[config.mk]
export PLATFORM = sky130hd
export DESIGN_NAME = dut_cmd_responder
export DESIGN_NICKNAME = d
export VERILOG_FILES = /design/src/rtl/dut_cmd_responder.sv
export SDC_FILE = /design/constraint.sdc
export NUM_CORES = 1
export LEC_CHECK = 0
export ABC_AREA = 1
export CORE_UTILIZATION = 64
export CTS_CLUSTER_SIZE = 30
export DETAILED_ROUTE_END_ITERATION = 6
export GPL_TIMING_DRIVEN = 1
export PLACE_DENSITY_LB_ADDON = 0.12
export SYNTH_ARGS = -nofsm -noshare
export SYNTH_HDL_FRONTEND = slang
export SYNTH_SLANG_ARGS = --single-unit
[constraint.sdc]
create_clock -name clk -period 6.57 [get_ports clk]
set_clock_uncertainty 0.2 [all_clocks]
set_input_delay 1.314 -clock clk [delete_from_list [all_inputs] [get_ports clk]]
set_output_delay 1.314 -clock clk [all_outputs]
set_load 0.05 [all_outputs]
[src/rtl/dut_cmd_responder.sv]
// dut_cmd_responder: slave-side responder for the dut_if master stream.
// It decodes each sampled cmd against a local 2**ADR_W x DATA_W register file.
// INC and CLEAR are multi-cycle operations. Any non-NOP command that arrives
// while one of them is running is dropped and flagged on err.
// Optional feature macro: DUT_CMD_RESPONDER_STATS_EN. When it is defined, the
// saturating cmd_count/drop_count counters are built. When it is undefined,
// both counters are tied to zero.
module dut_cmd_responder #(
    parameter int CMD_W  = 4,
    parameter int ADR_W  = 4,
    parameter int DATA_W = 4,
    parameter int CNT_W  = 16
) (
    input  logic              clk,
    input  logic              rst,
    input  logic [CMD_W-1:0]  cmd,
    input  logic [ADR_W-1:0]  adr,
    input  logic [DATA_W-1:0] data,
    output logic [DATA_W-1:0] rdata,
    output logic              rvalid,
    output logic              busy,
    output logic              err,
    output logic [CNT_W-1:0]  cmd_count,
    output logic [CNT_W-1:0]  drop_count
);

    localparam int DEPTH = 2 ** ADR_W;

    localparam logic [CMD_W-1:0]  CMD_NOP   = CMD_W'(3'd0);
    localparam logic [CMD_W-1:0]  CMD_WRITE = CMD_W'(3'd1);
    localparam logic [CMD_W-1:0]  CMD_READ  = CMD_W'(3'd2);
    localparam logic [CMD_W-1:0]  CMD_INC   = CMD_W'(3'd3);
    localparam logic [CMD_W-1:0]  CMD_CLEAR = CMD_W'(3'd4);

    localparam logic [DATA_W-1:0] DATA_ZERO = {DATA_W{1'b0}};
    localparam logic [DATA_W-1:0] DATA_ONE  = DATA_W'(1'b1);
    localparam logic [ADR_W-1:0]  ADR_ZERO  = {ADR_W{1'b0}};
    localparam logic [ADR_W-1:0]  ADR_ONE   = ADR_W'(1'b1);
    localparam logic [ADR_W-1:0]  ADR_LAST  = {ADR_W{1'b1}};

    typedef enum logic [1:0] {
        ST_IDLE = 2'd0,
        ST_RMW  = 2'd1,
        ST_CLR  = 2'd2
    } state_t;

    state_t            state_r, state_s;
    logic [DATA_W-1:0] mem_r [DEPTH];
    logic [ADR_W-1:0]  ptr_r, ptr_s;
    logic [ADR_W-1:0]  inc_adr_r, inc_adr_s;
    logic [DATA_W-1:0] rdata_r, rdata_s;
    logic              rvalid_r, rvalid_s;
    logic              busy_r;
    logic              err_r, err_s;
    logic              we_s;
    logic [ADR_W-1:0]  wadr_s;
    logic [DATA_W-1:0] wdata_s;
    logic [DATA_W-1:0] inc_val_s;

    // The increment wraps naturally at DATA_W bits, so 15 + 1 becomes 0.
    assign inc_val_s = mem_r[inc_adr_r] + DATA_ONE;

    // Next-state, register-file write port and response decode
    always_comb begin
        state_s   = state_r;
        ptr_s     = ptr_r;
        inc_adr_s = inc_adr_r;
        rdata_s   = rdata_r;
        rvalid_s  = 1'b0;
        err_s     = 1'b0;
        we_s      = 1'b0;
        wadr_s    = adr;
        wdata_s   = data;
        case (state_r)
            ST_IDLE: begin
                case (cmd)
                    CMD_NOP: begin
                        state_s = ST_IDLE;
                    end
                    CMD_WRITE: begin
                        we_s = 1'b1;
                    end
                    CMD_READ: begin
                        rdata_s  = mem_r[adr];
                        rvalid_s = 1'b1;
                    end
                    CMD_INC: begin
                        inc_adr_s = adr;
                        state_s   = ST_RMW;
                    end
                    CMD_CLEAR: begin
                        ptr_s   = ADR_ZERO;
                        state_s = ST_CLR;
                    end
                    default: begin
                        err_s = 1'b1;
                    end
                endcase
            end
            ST_RMW: begin
                we_s     = 1'b1;
                wadr_s   = inc_adr_r;
                wdata_s  = inc_val_s;
                rdata_s  = inc_val_s;
                rvalid_s = 1'b1;
                state_s  = ST_IDLE;
            end
            ST_CLR: begin
                we_s    = 1'b1;
                wadr_s  = ptr_r;
                wdata_s = DATA_ZERO;
                ptr_s   = ptr_r + ADR_ONE;
                if (ptr_r == ADR_LAST) begin
                    state_s = ST_IDLE;
                end else begin
                    state_s = ST_CLR;
                end
            end
            default: begin
                state_s = ST_IDLE;
            end
        endcase
        // A command sampled while an INC or CLEAR is running is discarded.
        if ((state_r != ST_IDLE) && (cmd != CMD_NOP)) begin
            err_s = 1'b1;
        end else begin
            err_s = err_s;
        end
    end

    // FSM state, pointers and registered outputs
    always_ff @(posedge clk or posedge rst) begin
        if (rst) begin
            state_r   <= ST_IDLE;
            ptr_r     <= ADR_ZERO;
            inc_adr_r <= ADR_ZERO;
            rdata_r   <= DATA_ZERO;
            rvalid_r  <= 1'b0;
            busy_r    <= 1'b0;
            err_r     <= 1'b0;
        end else begin
            state_r   <= state_s;
            ptr_r     <= ptr_s;
            inc_adr_r <= inc_adr_s;
            rdata_r   <= rdata_s;
            rvalid_r  <= rvalid_s;
            busy_r    <= (state_s != ST_IDLE);
            err_r     <= err_s;
        end
    end

    // Register file: a single write port shared by WRITE, INC and CLEAR
    always_ff @(posedge clk or posedge rst) begin
        if (rst) begin
            for (int i = 0; i < DEPTH; i++) begin
                mem_r[i] <= DATA_ZERO;
            end
        end else if (we_s) begin
            mem_r[wadr_s] <= wdata_s;
        end else begin
            mem_r[wadr_s] <= mem_r[wadr_s];
        end
    end

    assign rdata  = rdata_r;
    assign rvalid = rvalid_r;
    assign busy   = busy_r;
    assign err    = err_r;

`ifdef DUT_CMD_RESPONDER_STATS_EN
    localparam logic [CNT_W-1:0] CNT_ZERO = {CNT_W{1'b0}};
    localparam logic [CNT_W-1:0] CNT_ONE  = CNT_W'(1'b1);
    localparam logic [CNT_W-1:0] CNT_MAX  = {CNT_W{1'b1}};

    logic             accept_s, drop_s;
    logic [CNT_W-1:0] cmd_count_r, drop_count_r;

    assign accept_s = (state_r == ST_IDLE) && (cmd != CMD_NOP) &&
                      (cmd <= CMD_CLEAR);
    assign drop_s   = (state_r != ST_IDLE) && (cmd != CMD_NOP);

    // Saturating statistics counters, cleared only by rst
    always_ff @(posedge clk or posedge rst) begin
        if (rst) begin
            cmd_count_r  <= CNT_ZERO;
            drop_count_r <= CNT_ZERO;
        end else begin
            if (accept_s && (cmd_count_r != CNT_MAX)) begin
                cmd_count_r <= cmd_count_r + CNT_ONE;
            end else begin
                cmd_count_r <= cmd_count_r;
            end
            if (drop_s && (drop_count_r != CNT_MAX)) begin
                drop_count_r <= drop_count_r + CNT_ONE;
            end else begin
                drop_count_r <= drop_count_r;
            end
        end
    end

    assign cmd_count  = cmd_count_r;
    assign drop_count = drop_count_r;
`else
    assign cmd_count  = {CNT_W{1'b0}};
    assign drop_count = {CNT_W{1'b0}};
`endif

endmodule

==> reports/metrics.cfg, run 1 <==
[run_status]
status = completed

[floorplan]
die_x_um = 99.3
design.die.area_sq_mm = 0.00985
fp.dieH_um = 99.3
rows = 35
core-area_sq_mm = 0.00920
ios = 53
start_util_pct = 65.8

[clock_tree]
ctsHoldBuffers = 0
root_buffer = clkbuf_8
cts.sinks = 81
clockBufferDepth = 2
htreeDepth = 3
postCtsSetupBuffers = 0
clkTransAtPathRegs_ns = 0.10
clk_latency_ns = 0.37
cts_tree = built
numCtsBuffers = 9
ctsResizeCount = 0

[drt]
drt-pass1-iter-count = 5
drt_iter0_drc = 844
vias = 6444
avgViaCountPerCell = 6.05
ant_nets = 0
wl_per_cell_um = 18.4
drcViolationCount = 0
finalWirelength_um = 19600

[cells_and_area]
nets = 969
syn2layout_area_growth_pct = 3.70
postLayoutCoreUtil_pct = 68.3
final_cell_mix = nand2_1, nand3_1, nor2_1
instances_no_fill = 1065
final_common_cell = nand2_1
nFillCells = 844
drive_above_1_share_pct = 6.81
insertedDiodeCount = 0

[worst_setup_path]
cpPeakStageDelay_ns = 0.43
crit_fanout = 42
path_cells = clkdlybuf4s50_1, buf_4, inv_2, nand2_1, nand2_2, inv_2, nor2_4, nand2_1, nand3_1, nand2_1, nand2_1, nor2_2, nor2_4, nor2_1, nand2_1, nand2_1
criticalPathCategory = in2reg
crit_buf_inv = 4
crit_required_ns = 6.64
worstPathArrival_ns = 4.39
start_kind = input port
cp_top_family = simple AND/OR/NAND/NOR gates
crit_slowest_cell = nor2_4
worstSetupEndpointType = flop
cp_common_cell = nand2_1

[sta]
relSlewSlack_pct = 9.26
setup_viol = 0
worst_slew_pin_slew_ns = 1.35
fin_crit_sh_pct = 65.8
hold_violations = 0
slew_violations = 0
rsz0062_at_grt = no
fin_setup_tns_ns = 0
fmax_mhz = 231
layout_min_cycle_time_ns = 4.32
timing.final.ws_setup_ns = 2.25

[global_routing]
grt_overflow = 0
grt_max_degree = 82
grt_usage_pct = 41.1
grt_pass1_vias = 5918
grt_pass1_wl_um = 31000
antenna_found_initial = 0

[placed_design]
place.gp.congestion = 0.995
dp.cells = 1049
post-place-ws_ns = 1.98
port_buffers = 20
hpwl_um = 13900

[yosys]
syn_area_sq_mm = 0.00605
ys_seq_area_share_pct = 33.5
yosys_warnings = 0
syn_avg_cell_area_sq_um = 6.35
synthCells = 954
ys_ff_latch = 81
ys_types = 37

[worst_hold_path]
hold_path.class = reg2reg

[power_and_ir_drop]
p_leak_nw = 3.11
power.density_mw_per_mm2 = 541
finalPower_w = 0.00340
ir_drop_uv = 314

[flow_run]
drv_cap = 0

==> worst min-delay path, delay by kind of cell, from the launching register on <==
kind | cells | cell delay [ns]
flip-flops | 1 | 0.36
AND/OR/NAND/NOR | 2 | 0.12
==> through the flow <==
| stage | area, sq um | hold WS, ns |
|---|---|---|
| floorplan | 6170 | 0.249 |
| global placement | 6100 | 0.264 |
| detailed placement | 6100 | 0.271 |
| CTS | 6280 | 0.295 |
| global route | 6280 | 0.315 |
| finish | 6280 | 0.299 |
==> per-layer routing <==
| metal | wire [um] | track usage, % | vias to the layer above |
|---|---|---|---|
| met5 | 0 | 0 | - |
| met4 | 711 | 18.0 | 0 |
| met3 | 2850 | 9.63 | 65 |
| met2 | 8530 | 61.8 | 475 |
| met1 | 7470 | 56.8 | 2934 |
| li1 | - | - | 2970 |
==> Yosys cell counts, drive strengths merged <==
| library cell | instances | area share, % |
|---|---|---|
| a211oi | 1 | 0.21 |
| a21oi | 41 | 3.6 |
| a22oi | 2 | 0.25 |
| a31oi | 4 | 0.41 |
| buf | 54 | 6.2 |
| clkbuf | 17 | 1.1 |
| clkinv | 2 | 0.12 |
| conb | 1 | 0.062 |
| dfrtp | 81 | 33 |
| ha | 6 | 1.2 |
| inv | 98 | 6.2 |
| nand2 | 328 | 21 |
| nand3 | 129 | 11 |
| nand4 | 8 | 0.83 |
| nor2 | 97 | 6.7 |
| nor3 | 1 | 0.083 |
| o211ai | 10 | 1.2 |
| o21ai | 63 | 5.6 |
| o22ai | 5 | 0.52 |
| o31ai | 1 | 0.12 |
| or2 | 5 | 0.52 |
==> registers in the layout, indices dropped and copies added (netlist names) <==
name / count
busy: 1
rvalid: 1
state_r: 2
err: 1
rdata: 4
mem_r: 64
ptr_r: 4
inc_adr_r: 4
==> area by class of cell <==
type,count,area [sq um],share of cell area [%]
multi-input cells,733,3320,52.9
flip-flops and latches,81,2030,32.3
inverters,100,382,6.08
repair buffers,24,230,3.67
well taps,111,139,2.21
clock buffers,10,128,2.03
clock inverters,6,50.0,0.797
==> worst paths after layout <==
path	start	endpoint	slack (ns)	depth (start not counted)
worst max-delay path	adr[0]	mem_r[47]	2.25	16
worst min-delay path	mem_r[58]	mem_r[58]	0.30	2
worst max register to register	state_r[0]	mem_r[43]	2.97	9
worst min register to register	mem_r[58]	mem_r[58]	0.30	2
max in group asynchronous	rst	mem_r[60]	4.12	3
min in group asynchronous	rst	mem_r[15]	1.36	3
==> power by group <==
part / switching [W] / internal [W] / total (W)
Clock: 0.000215 / 0.000142 / 0.000358
Combinational: 0.00155 / 0.000569 / 0.00212
Sequential: 0.000239 / 0.000684 / 0.000923
Total: 0.00200 / 0.00139 / 0.00340
==> cell families (layout without fill, tap and decap cells) <==
group                      after synthesis  after routing  share of synthesized area, %
buffers and inverters                  171            140                          13.6
and+or+nand+nor                        568            568                          39.7
DFF                                     81             81                          33.5
AOI/OAI and AO/OA                      127            127                          12.0
adders and majority gates                6              6                          1.24
other                                    1             32                        0.0619
No activity file was read; power rests on OpenSTA's default activity.
==> run 2, diff against run 1 <==
--- a/config.mk
+++ b/config.mk
@@ -6,7 +6,7 @@
 export NUM_CORES = 1
 export LEC_CHECK = 0
 export ABC_AREA = 1
-export CORE_UTILIZATION = 64
+export CORE_UTILIZATION = 59
 export CTS_CLUSTER_SIZE = 30
 export DETAILED_ROUTE_END_ITERATION = 6
 export GPL_TIMING_DRIVEN = 1
==> constraint.sdc (replaced) <==
create_clock -name clk -period 4.3 [get_ports clk]
set_clock_uncertainty 0.2 [all_clocks]
set_input_delay 0.86 -clock clk [delete_from_list [all_inputs] [get_ports clk]]
set_output_delay 0.86 -clock clk [all_outputs]
set_load 0.05 [all_outputs]
==> run 2 against run 1 <==
Compared with the run above: utilization shrank 2.7 points; design area is 3.0% higher; flip-flop and latch count did not move; count of clock-buffer cells in the layout stayed put; wire length is 1.8% higher; clock power rose by 100%; critical path depth fell by 3; sequential power rose by 47%; total power is 59% higher; non-clock buffer count is 12 higher; critical path type is now reg2reg; largest cell class unchanged; highest routed layer unchanged.
==> reports/metrics.cfg, run 2 (synthesized netlist as in run 1, its figures left out) <==
[sta]
worst_hold_slack_ns = 0.294  ; was 0.299 ns
layout_min_cycle_time_ns = 3.36
relSlewSlack_pct = 50.5  ; was 9.26%
slew_violations = 0  ; unchanged
fin_crit_sh_pct = 78.1
fmax_mhz = 298
hold_violations = 0  ; unchanged
setup_viol = 0  ; unchanged
rsz0062_at_grt = no  ; unchanged
fin_setup_tns_ns = 0  ; unchanged
worst_slew_pin_slew_ns = 0.743  ; was 1.35 ns
timing.final.ws_setup_ns = 0.940  ; was 2.25 ns

[worst_setup_path]
crit_required_ns = 4.43  ; was 6.64 ns
crit_fanout = 13  ; was 42
crit_slowest_cell = dfrtp_1  ; was nor2_4
start_kind = flop  ; was input port
criticalPathCategory = reg2reg  ; was in2reg
worstPathArrival_ns = 3.49  ; was 4.39 ns
path_cells = inv_1, buf_4, nand3_1, nand3_1, nand3_1, nand2_1, ha_1, a21oi_1, o21ai_0, o21ai_2, buf_4, nand2_1, nand2_1  ; was clkdlybuf4s50_1, buf_4, inv_2, nand2_1, nand2_2, inv_2, nor2_4, nand2_1, nand3_1, nand2_1, nand2_1, nor2_2, nor2_4, nor2_1, nand2_1, nand2_1
worstSetupEndpointType = flop  ; unchanged
cpPeakStageDelay_ns = 0.83  ; was 0.43 ns

[floorplan]
die_x_um = 103  ; was 99.3 um
fp.dieH_um = 103  ; was 99.3 um
start_util_pct = 61.4  ; was 65.8%
design.die.area_sq_mm = 0.0107  ; was 0.00985 sq mm
ios = 53  ; unchanged
rows = 36  ; was 35
core-area_sq_mm = 0.00986  ; was 0.00920 sq mm

[power_and_ir_drop]
p_sw_share_pct = 56.1  ; was 59.0%
intPower_w = 0.00237  ; was 0.00139 W
clkPwrFrac_pct = 13.3  ; was 10.5%
ir_drop_uv = 431  ; was 314 uV
seqPwrFrac_pct = 25.1  ; was 27.2%
comb_power_share_pct = 61.5  ; was 62.3%
power.density_mw_per_mm2 = 835  ; was 541 mW/mm^2
switchingPower_w = 0.00303  ; was 0.00200 W
p_leak_nw = 3.21  ; was 3.11 nW

[clock_tree]
clk_latency_ns = 0.39  ; was 0.37 ns
ctsResizeCount = 0  ; unchanged
ctsHoldBuffers = 0  ; unchanged
root_buffer = clkbuf_8  ; unchanged
postCtsSetupBuffers = 0  ; unchanged
cts.sinks = 81  ; unchanged
numCtsBuffers = 9  ; unchanged
htreeDepth = 3  ; unchanged
clkTransAtPathRegs_ns = 0.09  ; was 0.10 ns
cts_tree = built  ; unchanged
clockBufferDepth = 2  ; unchanged

[placed_design]
hpwl_um = 14000  ; was 13,900 um
post-place-ws_ns = 0.814  ; was 1.98 ns
place.gp.congestion = 0.966  ; was 0.995
port_buffers = 20  ; unchanged

[cells_and_area]
final_cell_mix = nand2_1, nand3_1, nor2_1  ; unchanged
largest_reg_flops = 64  ; unchanged
insertedDiodeCount = 0  ; unchanged
final-seq-area_sq_mm = 0.00203  ; unchanged
multiInputGateArea_sq_mm = 0.00332  ; unchanged
regMostFlops = mem_r  ; unchanged
postLayoutCoreUtil_pct = 65.6  ; was 68.3%
nFillCells = 919  ; was 844
syn2layout_area_growth_pct = 6.86  ; was 3.70%
nets = 981  ; was 969
final_common_cell = nand2_1  ; unchanged
drive_above_1_share_pct = 8.07  ; was 6.81%

[drt]
drt-pass1-iter-count = 6  ; was 5
vias = 6495  ; was 6,444
ant_nets = 0  ; unchanged
finalWirelength_um = 19900  ; was 19,600 um
drcViolationCount = 0  ; unchanged
wl_per_cell_um = 18.1  ; was 18.4 um
avgViaCountPerCell = 5.91  ; was 6.05
drt_iter0_drc = 706  ; was 844

[worst_hold_path]
hold_path.class = reg2reg  ; unchanged

[global_routing]
grt_pass1_vias = 5771  ; was 5,918
grt_pass1_wl_um = 30400  ; was 31,000 um
grt_overflow = 0  ; unchanged
grt_usage_pct = 39.2  ; was 41.1%
grt_max_degree = 47  ; was 82
antenna_found_initial = 0  ; unchanged

[run_status]
status = completed  ; unchanged

[flow_run]
drv_cap = 0  ; unchanged

run 2: cell types whose count changed in the layout (fill, tap and decap cells not counted), sizes merged:
| cell | before | now |
|---|---|---|
| clkinv | 4 | 3 |
| inv | 100 | 98 |
| buf | 4 | 16 |
| bufinv | 0 | 3 |
run 2: layout make-up:
class / count / area share, %
flip-flops and latches: 81 / 31.3
clock buffers: 10 / 2.13
multi-input cells: 733 / 51.4
well taps: 133 / 2.57
repair buffers: 36 / 4.95
inverters: 100 / 5.90
clock inverters: 6 / 1.76
run 2: metrics by stage:
| stage | cell area, sq um | total power [W] | std cells |
|---|---|---|---|
| finish | 6470 | 0.00540 | 1099 |
| floorplan | 6170 | 0.00371 | 985 |
| global route | 6470 | 0.00577 | 1099 |
| detailed placement | 6220 | 0.00457 | 1083 |
| global placement | 6220 | 0.00450 | 1083 |
| CTS | 6470 | 0.00529 | 1099 |
run 2: worst paths after layout:
path / start / end / cells after the start / slack [ns]
worst max-delay path: inc_adr_r[1] / mem_r[2] / 13 / 0.94
worst min-delay path: mem_r[26] / mem_r[26] / 2 / 0.29
worst max register to register: inc_adr_r[1] / mem_r[2] / 13 / 0.94
worst min register to register: mem_r[26] / mem_r[26] / 2 / 0.29
max in group asynchronous: rst / mem_r[39] / 3 / 2.69
min in group asynchronous: rst / mem_r[14] / 3 / 0.70
run 2: power groups by stage:
stage	Clock, W	Combinational [W]	Sequential, W
after detailed placement	0	0.00322	0.00135
after floorplan	0	0.00240	0.00131
after global routing	0.000749	0.00364	0.00138
after CTS	0.000721	0.00323	0.00134
after global placement	0	0.00315	0.00135
final	0.000721	0.00333	0.00136
run 2: per-layer routing:
metal,part of all wire (%),wire (um),up-vias,GRT usage (%)
li1,-,-,2999,-
met1,40,8010,2954,52.8
met2,43,8490,454,57.3
met3,12,2400,88,9.74
met4,5.1,1020,0,22.6
met5,0,0,-,0
run 2: critical path: cells and delay by family, from the launching register on:
| kind | cells | cell delay, ns |
|---|---|---|
| flip-flops | 1 | 0.83 |
| buffers and inverters | 3 | 0.66 |
| adder cells (fa/ha/maj) | 1 | 0.22 |
| AO/OA/AOI/OAI | 3 | 0.71 |
| AND/OR/NAND/NOR | 6 | 0.68 |
==> run 3, diff against run 2 <==
==> constraint.sdc (replaced) <==
create_clock -name clk -period 3.4 [get_ports clk]
set_clock_uncertainty 0.2 [all_clocks]
set_input_delay 0.68 -clock clk [delete_from_list [all_inputs] [get_ports clk]]
set_output_delay 0.68 -clock clk [all_outputs]
set_load 0.05 [all_outputs]
==> run 3 against run 2 <==
Compared with the run above: worst setup slack got worse by 0.73 ns; die area did not move; design area barely moved; critical path type unchanged; critical endpoint is now mem_r[35]; largest cell class unchanged.
==> reports/metrics.cfg, run 3 (synthesized netlist as in run 1, its figures left out) <==
[global_routing]
grt_pass1_vias = 5916  ; was 5,771
grt_overflow = 0  ; unchanged
grt_pass1_wl_um = 30200  ; was 30,400 um
busiest_layer = met2  ; unchanged
grt_max_degree = 42  ; was 47
antenna_found_initial = 0  ; unchanged
grt_usage_pct = 38.1  ; was 39.2%
gr-usage-met1_pct = 51.5  ; was 52.8%
grtUsageMet3_pct = 6.92  ; was 9.74%
grt.met2_usage_pct = 59.8  ; was 57.3%

[worst_setup_path]
crit_required_ns = 3.47  ; was 4.43 ns
criticalPathCategory = reg2reg  ; unchanged
worstSetupEndpointType = flop  ; unchanged
worstPathArrival_ns = 3.26  ; was 3.49 ns
crit_fanout = 16  ; was 13
rrSetupSlack_ns = 0.21  ; was 0.94 ns
start_kind = flop  ; unchanged
r2r-end = mem_r[35]  ; was mem_r[2]
r2r-start = state_r[1]  ; was inc_adr_r[1]
r2r_cells = 16  ; was 13

[clock_tree]
cts.sinks = 81  ; unchanged
clk_latency_ns = 0.37  ; was 0.39 ns
postCtsSetupBuffers = 0  ; unchanged
numCtsBuffers = 9  ; unchanged
ctsResizeCount = 0  ; unchanged
clockBufferDepth = 2  ; unchanged
clkTransAtPathRegs_ns = 0.09  ; about the same
htreeDepth = 3  ; unchanged
cts_tree = built  ; unchanged
root_buffer = clkbuf_8  ; unchanged
ctsHoldBuffers = 0  ; unchanged

[sta]
setup_viol = 0  ; unchanged
worst_hold_slack_ns = 0.293  ; was 0.294 ns
layout_min_cycle_time_ns = 3.19  ; was 3.36 ns
relSlewSlack_pct = 47.2  ; was 50.5%
slew_violations = 0  ; unchanged
fmax_mhz = 313  ; was 298 MHz
rsz0062_at_grt = no  ; unchanged
hold_violations = 0  ; unchanged
fin_crit_sh_pct = 94.0  ; was 78.1%
worst_slew_pin_slew_ns = 0.792  ; was 0.743 ns
fin_setup_tns_ns = 0  ; unchanged

[placed_design]
hpwl_um = 13900  ; was 14,000 um
dp.cells = 1090  ; was 1,083
place.gp.congestion = 1.01  ; was 0.966
port_buffers = 20  ; unchanged

[floorplan]
start_util_pct = 61.4  ; unchanged
die_x_um = 103  ; unchanged
ios = 53  ; unchanged
rows = 36  ; unchanged
design.die.area_sq_mm = 0.0107  ; unchanged
fp.dieH_um = 103  ; unchanged
core-area_sq_mm = 0.00986  ; unchanged

[drt]
wl_per_cell_um = 17.4  ; was 18.1 um
vias = 6464  ; was 6,495
drcViolationCount = 0  ; unchanged
avgViaCountPerCell = 5.84  ; was 5.91
drt_iter0_drc = 698  ; was 706
finalWirelength_um = 19200  ; was 19,900 um
ant_nets = 0  ; unchanged
drt-pass1-iter-count = 7  ; was 6

[cells_and_area]
instances_no_fill = 1106  ; was 1,099
nFillCells = 917  ; was 919
regMostFlops = mem_r  ; unchanged
syn2layout_area_growth_pct = 6.92  ; was 6.86%
largest_reg_flops = 64  ; unchanged
insertedDiodeCount = 0  ; unchanged
final_common_cell = nand2_1  ; unchanged
nets = 988  ; was 981
final_cell_mix = nand2_1, nand3_1, nor2_1  ; unchanged
drive_above_1_share_pct = 8.43  ; was 8.07%

[run_status]
status = completed  ; unchanged

[worst_hold_path]
hold_start = mem_r[55]  ; was mem_r[26]
hold_path.class = reg2reg  ; unchanged
min_path_cells = 2  ; unchanged
hold_path_end = mem_r[55]  ; was mem_r[26]

[power_and_ir_drop]
p_leak_nw = 3.22  ; was 3.21 nW
power.density_mw_per_mm2 = 1020  ; was 835 mW/mm^2
ir_drop_uv = 457  ; was 431 uV

[flow_run]
drv_cap = 0  ; unchanged

==> run 3: metrics by stage <==
| stage | total power (W) | utilization [%] | setup slack [ns] | cell area [sq um] |
|---|---|---|---|---|
| finish | 0.00660 | 65.6 | 0.206 | 6470 |
| global route | 0.00708 | 65.6 | 0.0318 | 6470 |
| CTS | 0.00648 | 65.6 | 0.266 | 6470 |
| detailed placement | 0.00583 | 63.9 | 0.242 | 6310 |
| global placement | 0.00574 | 63.9 | 0.285 | 6310 |
| floorplan | 0.00469 | - | 0.440 | 6170 |
==> run 3: final cells by class <==
type | count | area [sq um] | share of cell area (%)
Multi-Input combinational cell | 733 | 3320 | 51.3
Sequential cell | 81 | 2030 | 31.3
Timing Repair Buffer | 43 | 410 | 6.34
Inverter | 100 | 382 | 5.90
Tap cell | 133 | 166 | 2.57
Clock buffer | 12 | 135 | 2.09
Clock inverter | 4 | 30.0 | 0.464
==> run 3: power breakdown <==
group	switching [W]	internal [W]
Sequential	0.000353	0.00132
Combinational	0.00304	0.00124
Clock	0.000382	0.000268
Total	0.00377	0.00283
==> run 3: worst max-delay path, cell delays in order (launching register included) <==
cell,delay [ns]
dfrtp_1,0.43
inv_1,0.09
ha_1,0.44
inv_2,0.20
nand2_1,0.08
nand2_2,0.25
inv_2,0.11
nor2_4,0.32
nand2_1,0.11
nand3_1,0.11
nand2_1,0.06
nand2_1,0.07
nor2_2,0.05
nor2_4,0.35
nor2_1,0.08
nand2_1,0.08
nand2_1,0.05
==> run 3: worst max-delay path by stage <==
stage	start	to	slack, ns	cells past startpoint
final	state_r[1]	mem_r[35]	0.21	16
after global routing	state_r[1]	mem_r[11]	0.03	16
after floorplan	rst	busy	0.44	1
after global placement	adr[0]	mem_r[31]	0.28	15
after CTS	state_r[1]	mem_r[35]	0.27	16
after detailed placement	adr[0]	mem_r[43]	0.24	15
==> run 3: routing by layer <==
layer / routed length [um] / part of all wire, % / vias up
met1: 7820 / 41 / 2980
met2: 8700 / 45 / 399
met5: 0 / 0 / -
met4: 566 / 2.9 / 0
li1: - / - / 3020
met3: 2130 / 11 / 65
